## src/rtl/enc_pkg.sv

```systemverilog
// Shared definitions for the sequential 8-to-3 encoder, its decoder partner and the bench.
package enc_pkg;
  localparam int N_IN   = 8;
  localparam int CODE_W = 3;

  typedef enum logic [1:0] {
    IDLE  = 2'd0,
    DRAIN = 2'd1,
    STALL = 2'd2
  } state_e;

  // Sticky status flags, cleared only by reset
  typedef struct packed {
    logic multi;
    logic overflow;
  } flags_t;

  // One-hot line selected by a code; the inverse of the priority encoder
  function automatic logic [N_IN-1:0] onehot_of(input logic [CODE_W-1:0] code);
    logic [N_IN-1:0] oh;
    oh       = '0;
    oh[code] = 1'b1;
    return oh;
  endfunction
endpackage

```

## src/rtl/encoder_8to3_seq_if.sv

```systemverilog
// Request/code handshake bundle between a producer/consumer and the encoder.
interface encoder_8to3_seq_if;
  import enc_pkg::*;

  logic              en;
  logic              req_valid;
  logic [N_IN-1:0]   req;
  logic              req_ready;
  logic              code_valid;
  logic              code_ready;
  logic [CODE_W-1:0] code;
  logic              multi;
  logic              overflow;
  logic              busy;

  modport master (
    output en, req_valid, req, code_ready,
    input  req_ready, code_valid, code, multi, overflow, busy
  );

  modport slave (
    input  en, req_valid, req, code_ready,
    output req_ready, code_valid, code, multi, overflow, busy
  );
endinterface

```

## src/rtl/prio_enc8.sv

```systemverilog
// Combinational highest-set-bit encoder.
module prio_enc8
  import enc_pkg::*;
(
  input  logic [N_IN-1:0]   req,
  output logic [CODE_W-1:0] idx,
  output logic              any
);

  // Ascending scan so the highest set bit is the last to write idx
  always_comb begin
    idx = '0;
    any = |req;
    for (int i = 0; i < N_IN; i++) begin
      if (req[i]) idx = CODE_W'(i);
    end
  end

endmodule

```

## src/rtl/encoder_8to3_seq.sv

```systemverilog
// Sequential priority encoder: collects requests into a pending set and
// issues one code per cycle, highest index first, over a valid/ready slot.
module encoder_8to3_seq
  import enc_pkg::*;
(
  input  logic               clk,
  input  logic               rst_n,
  encoder_8to3_seq_if.slave  bus
);

  logic [N_IN-1:0]   pending_q, pending_d;
  logic [N_IN-1:0]   issue_mask;
  logic [CODE_W-1:0] code_q, code_d;
  logic              code_valid_q, code_valid_d;
  flags_t            flags_q, flags_d;
  state_e            state_q, state_d;

  logic [CODE_W-1:0] sel_idx;
  logic              sel_any;
  logic              accept;
  logic              slot_free;
  logic              load;

  // Selection looks only at the registered pending set: no same-cycle bypass
  prio_enc8 u_prio (
    .req (pending_q),
    .idx (sel_idx),
    .any (sel_any)
  );

  // Next pending set, output slot, sticky flags and state
  always_comb begin
    accept     = bus.req_valid && bus.en;
    slot_free  = !code_valid_q || bus.code_ready;
    load       = slot_free && bus.en && sel_any;
    issue_mask = load ? onehot_of(sel_idx) : '0;

    // Incoming req is OR'd after the clear, so a bit re-requested on its
    // own issue edge stays pending
    pending_d    = (pending_q & ~issue_mask) | (accept ? bus.req : '0);
    code_d       = load ? sel_idx : code_q;
    // A free slot with nothing loaded (empty or disabled) drops valid
    code_valid_d = slot_free ? load : code_valid_q;

    flags_d = flags_q;
    if (accept) begin
      if (|(bus.req & pending_q & ~issue_mask))         flags_d.overflow = 1'b1;
      if (|(bus.req & (bus.req - N_IN'(1))))             flags_d.multi    = 1'b1;
    end

    if (!code_valid_d && (pending_d == '0))              state_d = IDLE;
    else if (code_valid_q && !bus.code_ready)            state_d = STALL;
    else                                                 state_d = DRAIN;
  end

  // Registered state, cleared asynchronously so reset discards a drain at once
  always_ff @(posedge clk or negedge rst_n) begin
    if (!rst_n) begin
      pending_q    <= '0;
      code_q       <= '0;
      code_valid_q <= 1'b0;
      flags_q      <= '0;
      state_q      <= IDLE;
    end else begin
      pending_q    <= pending_d;
      code_q       <= code_d;
      code_valid_q <= code_valid_d;
      flags_q      <= flags_d;
      state_q      <= state_d;
    end
  end

  assign bus.req_ready  = bus.en;
  assign bus.code       = code_q;
  assign bus.code_valid = code_valid_q;
  assign bus.multi      = flags_q.multi;
  assign bus.overflow   = flags_q.overflow;
  assign bus.busy       = (state_q != IDLE) || (|pending_q);

endmodule

```

## src/flat_wrapper.sv

```systemverilog
// flat-port wrapper written by rule: the top's interface ports become plain ports
module encoder_8to3_seq_flat import enc_pkg::*;
  (clk, rst_n, bus_en, bus_req_valid, bus_req, bus_code_ready, bus_req_ready, bus_code_valid, bus_code, bus_multi, bus_overflow, bus_busy);
  encoder_8to3_seq_if bus_i ();
  input  logic clk;
  input  logic rst_n;
  input wire logic [$bits(bus_i.en)-1:0] bus_en;
  input wire logic [$bits(bus_i.req_valid)-1:0] bus_req_valid;
  input wire logic [$bits(bus_i.req)-1:0] bus_req;
  input wire logic [$bits(bus_i.code_ready)-1:0] bus_code_ready;
  output wire logic [$bits(bus_i.req_ready)-1:0] bus_req_ready;
  output wire logic [$bits(bus_i.code_valid)-1:0] bus_code_valid;
  output wire logic [$bits(bus_i.code)-1:0] bus_code;
  output wire logic [$bits(bus_i.multi)-1:0] bus_multi;
  output wire logic [$bits(bus_i.overflow)-1:0] bus_overflow;
  output wire logic [$bits(bus_i.busy)-1:0] bus_busy;
  assign bus_i.en = bus_en;
  assign bus_i.req_valid = bus_req_valid;
  assign bus_i.req = bus_req;
  assign bus_i.code_ready = bus_code_ready;
  assign bus_req_ready = bus_i.req_ready;
  assign bus_code_valid = bus_i.code_valid;
  assign bus_code = bus_i.code;
  assign bus_multi = bus_i.multi;
  assign bus_overflow = bus_i.overflow;
  assign bus_busy = bus_i.busy;
  encoder_8to3_seq u_core (.clk(clk), .rst_n(rst_n), .bus(bus_i));
endmodule
```

## config.mk

```make
export PLATFORM = sky130hd
export DESIGN_NAME = encoder_8to3_seq_flat
export DESIGN_NICKNAME = d
export VERILOG_FILES = /design/src/rtl/enc_pkg.sv /design/src/rtl/encoder_8to3_seq_if.sv /design/src/rtl/prio_enc8.sv /design/src/rtl/encoder_8to3_seq.sv /design/src/flat_wrapper.sv
export SDC_FILE = /design/constraint.sdc
export NUM_CORES = 1
export LEC_CHECK = 0
export ABC_AREA = 1
export BUFFER_PORTS_ARGS = -buffer_cell sky130_fd_sc_hd__buf_2
export CORE_MARGIN = 2
export CORE_UTILIZATION = 48
export CTS_CLUSTER_SIZE = 12
export DETAILED_ROUTE_END_ITERATION = 6
export PLACE_DENSITY = 0.72
export RECOVER_POWER = 25
export SLEW_MARGIN = 20
export SYNTH_ARGS = -nofsm -noshare
export SYNTH_HDL_FRONTEND = slang
export SYNTH_SLANG_ARGS = --single-unit
```

## constraint.sdc

```tcl
create_clock -name clk -period 1.3 [get_ports clk]
set_input_delay 0.065 -clock clk [delete_from_list [all_inputs] [get_ports clk]]
set_output_delay 0.065 -clock clk [all_outputs]
set_load 0.03 [all_outputs]
```

==> results.json, run 1 <==
{
  "grt_pass1_wl_um": 4860,
  "hp-start": "bus_code_ready",
  "routed_wl_um": 3190,
  "hold_slack_ps": 55.9,
  "syn_avg_cell_area_um2": 7.32,
  "cts_tree": "built",
  "period_needed_ps": 1700,
  "seq_area_frac_synth_pct": 40.0,
  "first_iter_violations": 20,
  "slew_viol_final": 0,
  "hold_depth": 3,
  "finalCritPeriodShare_pct": 131,
  "status": "finished, violations left",
  "r2r_slack_ps": -400,
  "drive_above_1_share_pct": 54.5,
  "synth_area_leaders": "dfrtp_1 40%, nand2_1 12%, inv_1 8.6%, nor2_1 6.7%, nand3_2 5.0%",
  "pwr-share-clk_pct": 18.1,
  "violations": "negative setup slack",
  "hold_path_end": "u_core.state_q[1]$_DFF_PN0_",
  "dr.pass1.iters": 4,
  "routedWlPerCell_um": 14.0,
  "areaGrowthSynthToFinish_pct": 58.6,
  "cts_buffers": 3,
  "cellInternalPower_mw": 1.19,
  "power.density_nw_per_um2": 1220,
  "fmax_mhz": 587,
  "yosysTopAreaCell": "dfrtp_1",
  "rows": 16,
  "finalHoldViolCount": 0,
  "dieArea_um2": 2470,
  "synth_seq_cells": 16,
  "slowest_stage": "dfrtp_1",
  "synth_edf_count": 0,
  "antennaDiodeCount": 0,
  "setup_slack_ps": -405,
  "n_fill_cell": 130,
  "insertion_delay_ps": 310,
  "power.total_mw": 1.94,
  "synthCells": 137,
  "port_buffers": 20,
  "place_hpwl_um": 1900,
  "report.final.setup_viol": 13,
  "ys.warnings.count": 0,
  "ys.flop_type": "dfrtp_1",
  "fin_skew_ps": 14.0,
  "arrival_ps": 1900,
  "cpMostUsedCell": "nand2_1",
  "grt_max_degree": 17,
  "overflow": 0,
  "core_area_um2": 1960,
  "net-switching-power_mw": 0.757,
  "place_area_um2": 1340,
  "grt_pass1_vias": 1140,
  "multi_input_area_um2": 584,
  "routed_via_density": 4.95,
  "cts_buffer_depth": 2,
  "endpoint_kind": "flop",
  "reg2reg_from": "u_core.pending_q[3]$_DFF_PN0_",
  "die_h_um": 49.7,
  "start_util_pct": 51.1,
  "worst_slew_pin_slew_ps": 911,
  "grt_use_total_pct": 26.2,
  "synth_nets": 150,
  "htree_levels": 1,
  "ant_nets": 0,
  "postSynth.asyncResetShare_pct": 100,
  "rsz0062_at_grt": "true",
  "antenna_found_initial": 0,
  "vias": 1123,
  "cts_sinks": 16,
  "p_seq_share_pct": 33.4,
  "slew_headroom_pct": 39.3,
  "ir_drop_v": 0.000895,
  "maxCapViolations": 0,
  "synth_common_cells": "31 x nand2_1, 23 x inv_1, 18 x nor2_1, 16 x dfrtp_1, 7 x nand2_2",
  "synth_area_um2": 1000,
  "hold_class": "in -> reg",
  "cts_root_buf": "clkbuf_4",
  "synth.distinct_cells": 23,
  "top_level_ports": 21,
  "die_width_um": 49.7,
  "sw_frac_of_total_pct": 38.9,
  "power_frac_comb_pct": 48.6,
  "crit_path_max_incr_delay_ps": 450,
  "crit_fanout": 7,
  "path_class": "reg -> reg",
  "r2r_cells": 12,
  "startpoint_type": "flop",
  "final_area_um2": 1590,
  "crit_required_ps": 1490,
  "yosys.cell_count.top_type": "nand2_1",
  "finalWeightedCongestion": 0.877,
  "clkTransAtPathRegs_ps": 110,
  "netlist.area_leader.share_pct": 40.0,
  "leakagePower_nw": 0.793,
  "path_cells": "nor2_4 > nand3_4 > nor2_4 > buf_12 > nor2_8 > nand3_2 > nand3_1 > nand2_1 > nor2_2 > nand2_1 > nand2_1 > nand2_1",
  "regArea_um2": 403,
  "r2r-end": "u_core.bus.overflow$_DFFE_PN0P_",
  "drc": 0,
  "final_nets": 214
}
[state kept, by name, indices dropped and copies added (netlist names)]
name and flops:
u_core.bus.code_valid 1, u_core.bus.code 3, u_core.bus.overflow 1, u_core.bus.multi 1, u_core.pending_q 8, u_core.state_q 2
[metal layers]
layer,vias to the layer above,routed length [um],GRT usage [%]
li1,549,-,-
met1,527,1430,31.0
met2,38,1560,47.3
met3,9,102,3.33
met4,0,89,11.1
met5,-,0,0
[worst max-delay path by stage]
stage,from,endpoint
after floorplan,u_core.bus.code_valid$_DFF_PN0_,u_core.state_q[0]$_DFF_PN0_
after detailed placement,u_core.bus.code_valid$_DFF_PN0_,u_core.bus.overflow$_DFFE_PN0P_
after CTS,u_core.pending_q[2]$_DFF_PN0_,u_core.state_q[0]$_DFF_PN0_
after global routing,u_core.pending_q[2]$_DFF_PN0_,u_core.bus.overflow$_DFFE_PN0P_
after global placement,u_core.bus.code_valid$_DFF_PN0_,u_core.state_q[0]$_DFF_PN0_
final,u_core.pending_q[3]$_DFF_PN0_,u_core.bus.overflow$_DFFE_PN0P_
[what timing repair did]
item,CTS,global route
hold buffers,1,0
setup endpoints to repair,12,13
pin swaps,6,12
hold endpoints to repair,16,0
gates resized for setup,13,18
setup buffers,8,7
[worst max-delay path, delay by kind of cell (launching register included)]
kind | cells | cell delay (ps)
buf+inv | 1 | 120
flops | 1 | 450
simple gates | 11 | 1030
[logic make-up after synthesis]
| family | after synthesis | share of synthesized area, % |
|---|---|---|
| AOI/OAI and AO/OA | 15 | 8.86 |
| DFF | 16 | 39.9 |
| and+or+nand+nor | 79 | 40.7 |
| buffers and inverters | 27 | 10.5 |
[layout by cell type, fill, tap and decap left out, types with 2 or more instances in the layout]
cell	instances
nand4_1	2
nor2_4	3
inv_1	18
nand3_4	2
buf_2	17
buf_6	5
clkbuf_4	3
nand2_2	11
buf_4	34
o21ai_1	3
nand3_1	6
o21ai_0	3
nor2_1	13
nand3_2	3
a21oi_2	4
nand2_4	4
dfrtp_2	2
inv_2	7
clkbuf_1	2
dfrtp_1	14
nor2_2	10
nand2_1	23
[power groups by stage]
stage               combinational, mW  sequential [mW]  clock, mW
floorplan                       0.309            0.709          0
finish                          0.944            0.649      0.351
CTS                             0.806            0.635      0.343
global route                     1.02            0.657      0.379
global placement                0.683            0.641          0
detailed placement              0.694            0.646          0
[metrics by stage]
| step | TNS [ps] | utilization (%) | std cells | worst slack [ps] |
|---|---|---|---|---|
| 2_1_floorplan | -454 | - | 137 | -202 |
| 3_3_place_gp | -940 | 68.2 | 209 | -242 |
| 3_5_place_dp | -1330 | 68.2 | 209 | -294 |
| 4_1_cts | -1790 | 75.5 | 221 | -278 |
| 5_1_grt | -3800 | 81.0 | 227 | -491 |
| 6_report | -3010 | 81.0 | 227 | -405 |
[final cells by class]
class | instances | area share (%)
Multi-Input combinational cell | 94 | 36.8
Sequential cell | 16 | 25.4
Tap cell | 27 | 2.13
Inverter | 26 | 6.14
Timing Repair Buffer | 60 | 27.3
Clock buffer | 4 | 2.28
Note: power is estimated with default switching activity, not from simulation.
==> run 2, diff against run 1 <==
Settings changed: CORE_UTILIZATION 48 to 57, PLACE_DENSITY 0.72 to 0.81.
Clock period 1.3 ns to 2.2 ns, I/O delays scaled along.
==> results.json, run 2 (same netlist as run 1, synthesis figures left out) <==
{
  "areaGrowthSynthToFinish_pct": 16.7,
  "power.density_nw_per_um2": 742,
  "fmax_mhz": 606,
  "cp-startpoint": "bus_code_ready",
  "port_buffers": 20,
  "cts_buffers": 3,
  "largest_reg_flops": 8,
  "htree_levels": 1,
  "final_cell_mix": "31 x nand2_1, 23 x inv_1, 18 x nor2_1, 18 x buf_2, 16 x dfrtp_1",
  "finalHoldViolCount": 0,
  "fin_skew_ps": 3.19,
  "startpoint_type": "primary input",
  "leakagePower_nw": 0.589,
  "insertion_delay_ps": 290,
  "slew_viol_final": 0,
  "start_util_pct": 59.3,
  "power.total_mw": 0.868,
  "report.final.setup_viol": 0,
  "crit_end": "u_core.state_q[0]$_DFF_PN0_",
  "p_seq_share_pct": 44.7,
  "power_frac_comb_pct": 32.4,
  "pwr-share-clk_pct": 22.8,
  "top_level_ports": 21,
  "finalWeightedCongestion": 0.828,
  "cts_sinks": 16,
  "antennaDiodeCount": 0,
  "crit_required_ps": 2380,
  "path_class": "in -> reg",
  "cts_tree": "built",
  "crit_fanout": 9,
  "vias": 933,
  "fin_setup_tns_ps": 0,
  "drive_above_1_share_pct": 28.4,
  "dr_wl_met3_um": 100,
  "clkTransAtPathRegs_ps": 100,
  "first_iter_violations": 14,
  "final_util_pct": 69.3,
  "hold_depth": 3,
  "ir_drop_v": 0.000559,
  "r2r_slack_ps": 550,
  "routed_wl_um": 2120,
  "hold_slack_ps": 101,
  "grt_pass1_vias": 834,
  "slew_headroom_pct": 42.4,
  "endpoint_kind": "flop",
  "overflow": 0,
  "grt_use_total_pct": 22.8,
  "die_h_um": 45.9,
  "sw_frac_of_total_pct": 38.2,
  "maxCapViolations": 0,
  "hold_class": "in -> reg",
  "cellInternalPower_mw": 0.536,
  "routedWlPerCell_um": 11.8,
  "cts_hold_buf": 2,
  "hp-start": "bus_req[3]",
  "finalCritPeriodShare_pct": 75.0,
  "period_needed_ps": 1650,
  "grt_max_degree": 17,
  "dr.pass1.iters": 4,
  "wirelength_met1_um": 931,
  "r2r_cells": 8,
  "drc": 0,
  "largest_register": "u_core.pending_q",
  "worst_slew_pin_slew_ps": 864,
  "place_hpwl_um": 1680,
  "rows": 15,
  "r2r-end": "u_core.state_q[0]$_DFF_PN0_",
  "cts_buffer_depth": 2,
  "status": "completed",
  "wl_met2_um": 1050,
  "final_common_cell": "nand2_1",
  "cts_root_buf": "clkbuf_4",
  "ant_nets": 0,
  "routed_via_density": 5.21,
  "arrival_ps": 1830,
  "grt_pass1_wl_um": 3460,
  "core_area_um2": 1690,
  "net-switching-power_mw": 0.332,
  "reg2reg_from": "u_core.pending_q[6]$_DFF_PN0_",
  "cts_setup_buffers": 0,
  "rsz0062_at_grt": "false",
  "n_fill_cell": 155,
  "highest_layer": "met4",
  "cts_resized": 0,
  "antenna_found_initial": 0,
  "final_nets": 176,
  "dieArea_um2": 2110,
  "die_width_um": 45.9
}
-- run 2: changes by cell type in the layout (fill, tap and decap cells not counted), sizes merged --
cell | before | now
dlygate4sd3 | 1 | 2
buf | 57 | 18
-- run 2: worst min-delay path by stage --
stage / end / slack (ps)
after floorplan: u_core.bus.code[0]$_DFFE_PN0P_ / -190
after global placement: u_core.bus.code[0]$_DFFE_PN0P_ / 40
after detailed placement: u_core.state_q[1]$_DFF_PN0_ / 40
after CTS: u_core.pending_q[3]$_DFF_PN0_ / 90
after global routing: u_core.pending_q[3]$_DFF_PN0_ / 110
final: u_core.pending_q[3]$_DFF_PN0_ / 100
-- run 2: final cells by class --
cell class | instances | area [um2] | share of cell area (%)
clock buffer | 4 | 36.3 | 3.10
inverter | 26 | 97.6 | 8.34
multi-input combinational | 94 | 497 | 42.5
sequential | 16 | 400 | 34.2
tap | 17 | 21.3 | 1.82
timing repair buffer | 22 | 118 | 10.1
-- run 2: stage by stage --
stage / worst slack (ps) / cell area (um2) / instances
2_1_floorplan: 628 / 1000 / 137
3_3_place_gp: 618 / 1120 / 173
3_5_place_dp: 593 / 1120 / 173
4_1_cts: 571 / 1170 / 179
5_1_grt: 397 / 1170 / 179
6_report: 550 / 1170 / 179
-- run 2: power groups by stage --
stage	logic (mW)	registers [mW]	clock network, mW
3_5_place_dp	0.278	0.393	0
6_report	0.282	0.388	0.198
2_1_floorplan	0.180	0.416	0
3_3_place_gp	0.272	0.390	0
5_1_grt	0.317	0.394	0.215
4_1_cts	0.283	0.387	0.203
-- run 2: layer usage --
layer,vias up,track usage [%]
li1,473,-
met1,430,28.6
met2,25,38.9
met3,5,3.57
met4,0,8.57
met5,-,0
-- run 2: worst max-delay path, cell delays in order --
cell           delay [ps]
dlygate4sd3_1         530
buf_2                 110
nor2_2                 60
nor2_2                130
inv_2                  80
nor2_8                200
nand3_2                90
a21oi_1               210
nand3_1               130
nor2_1                120
nor2_1                 50
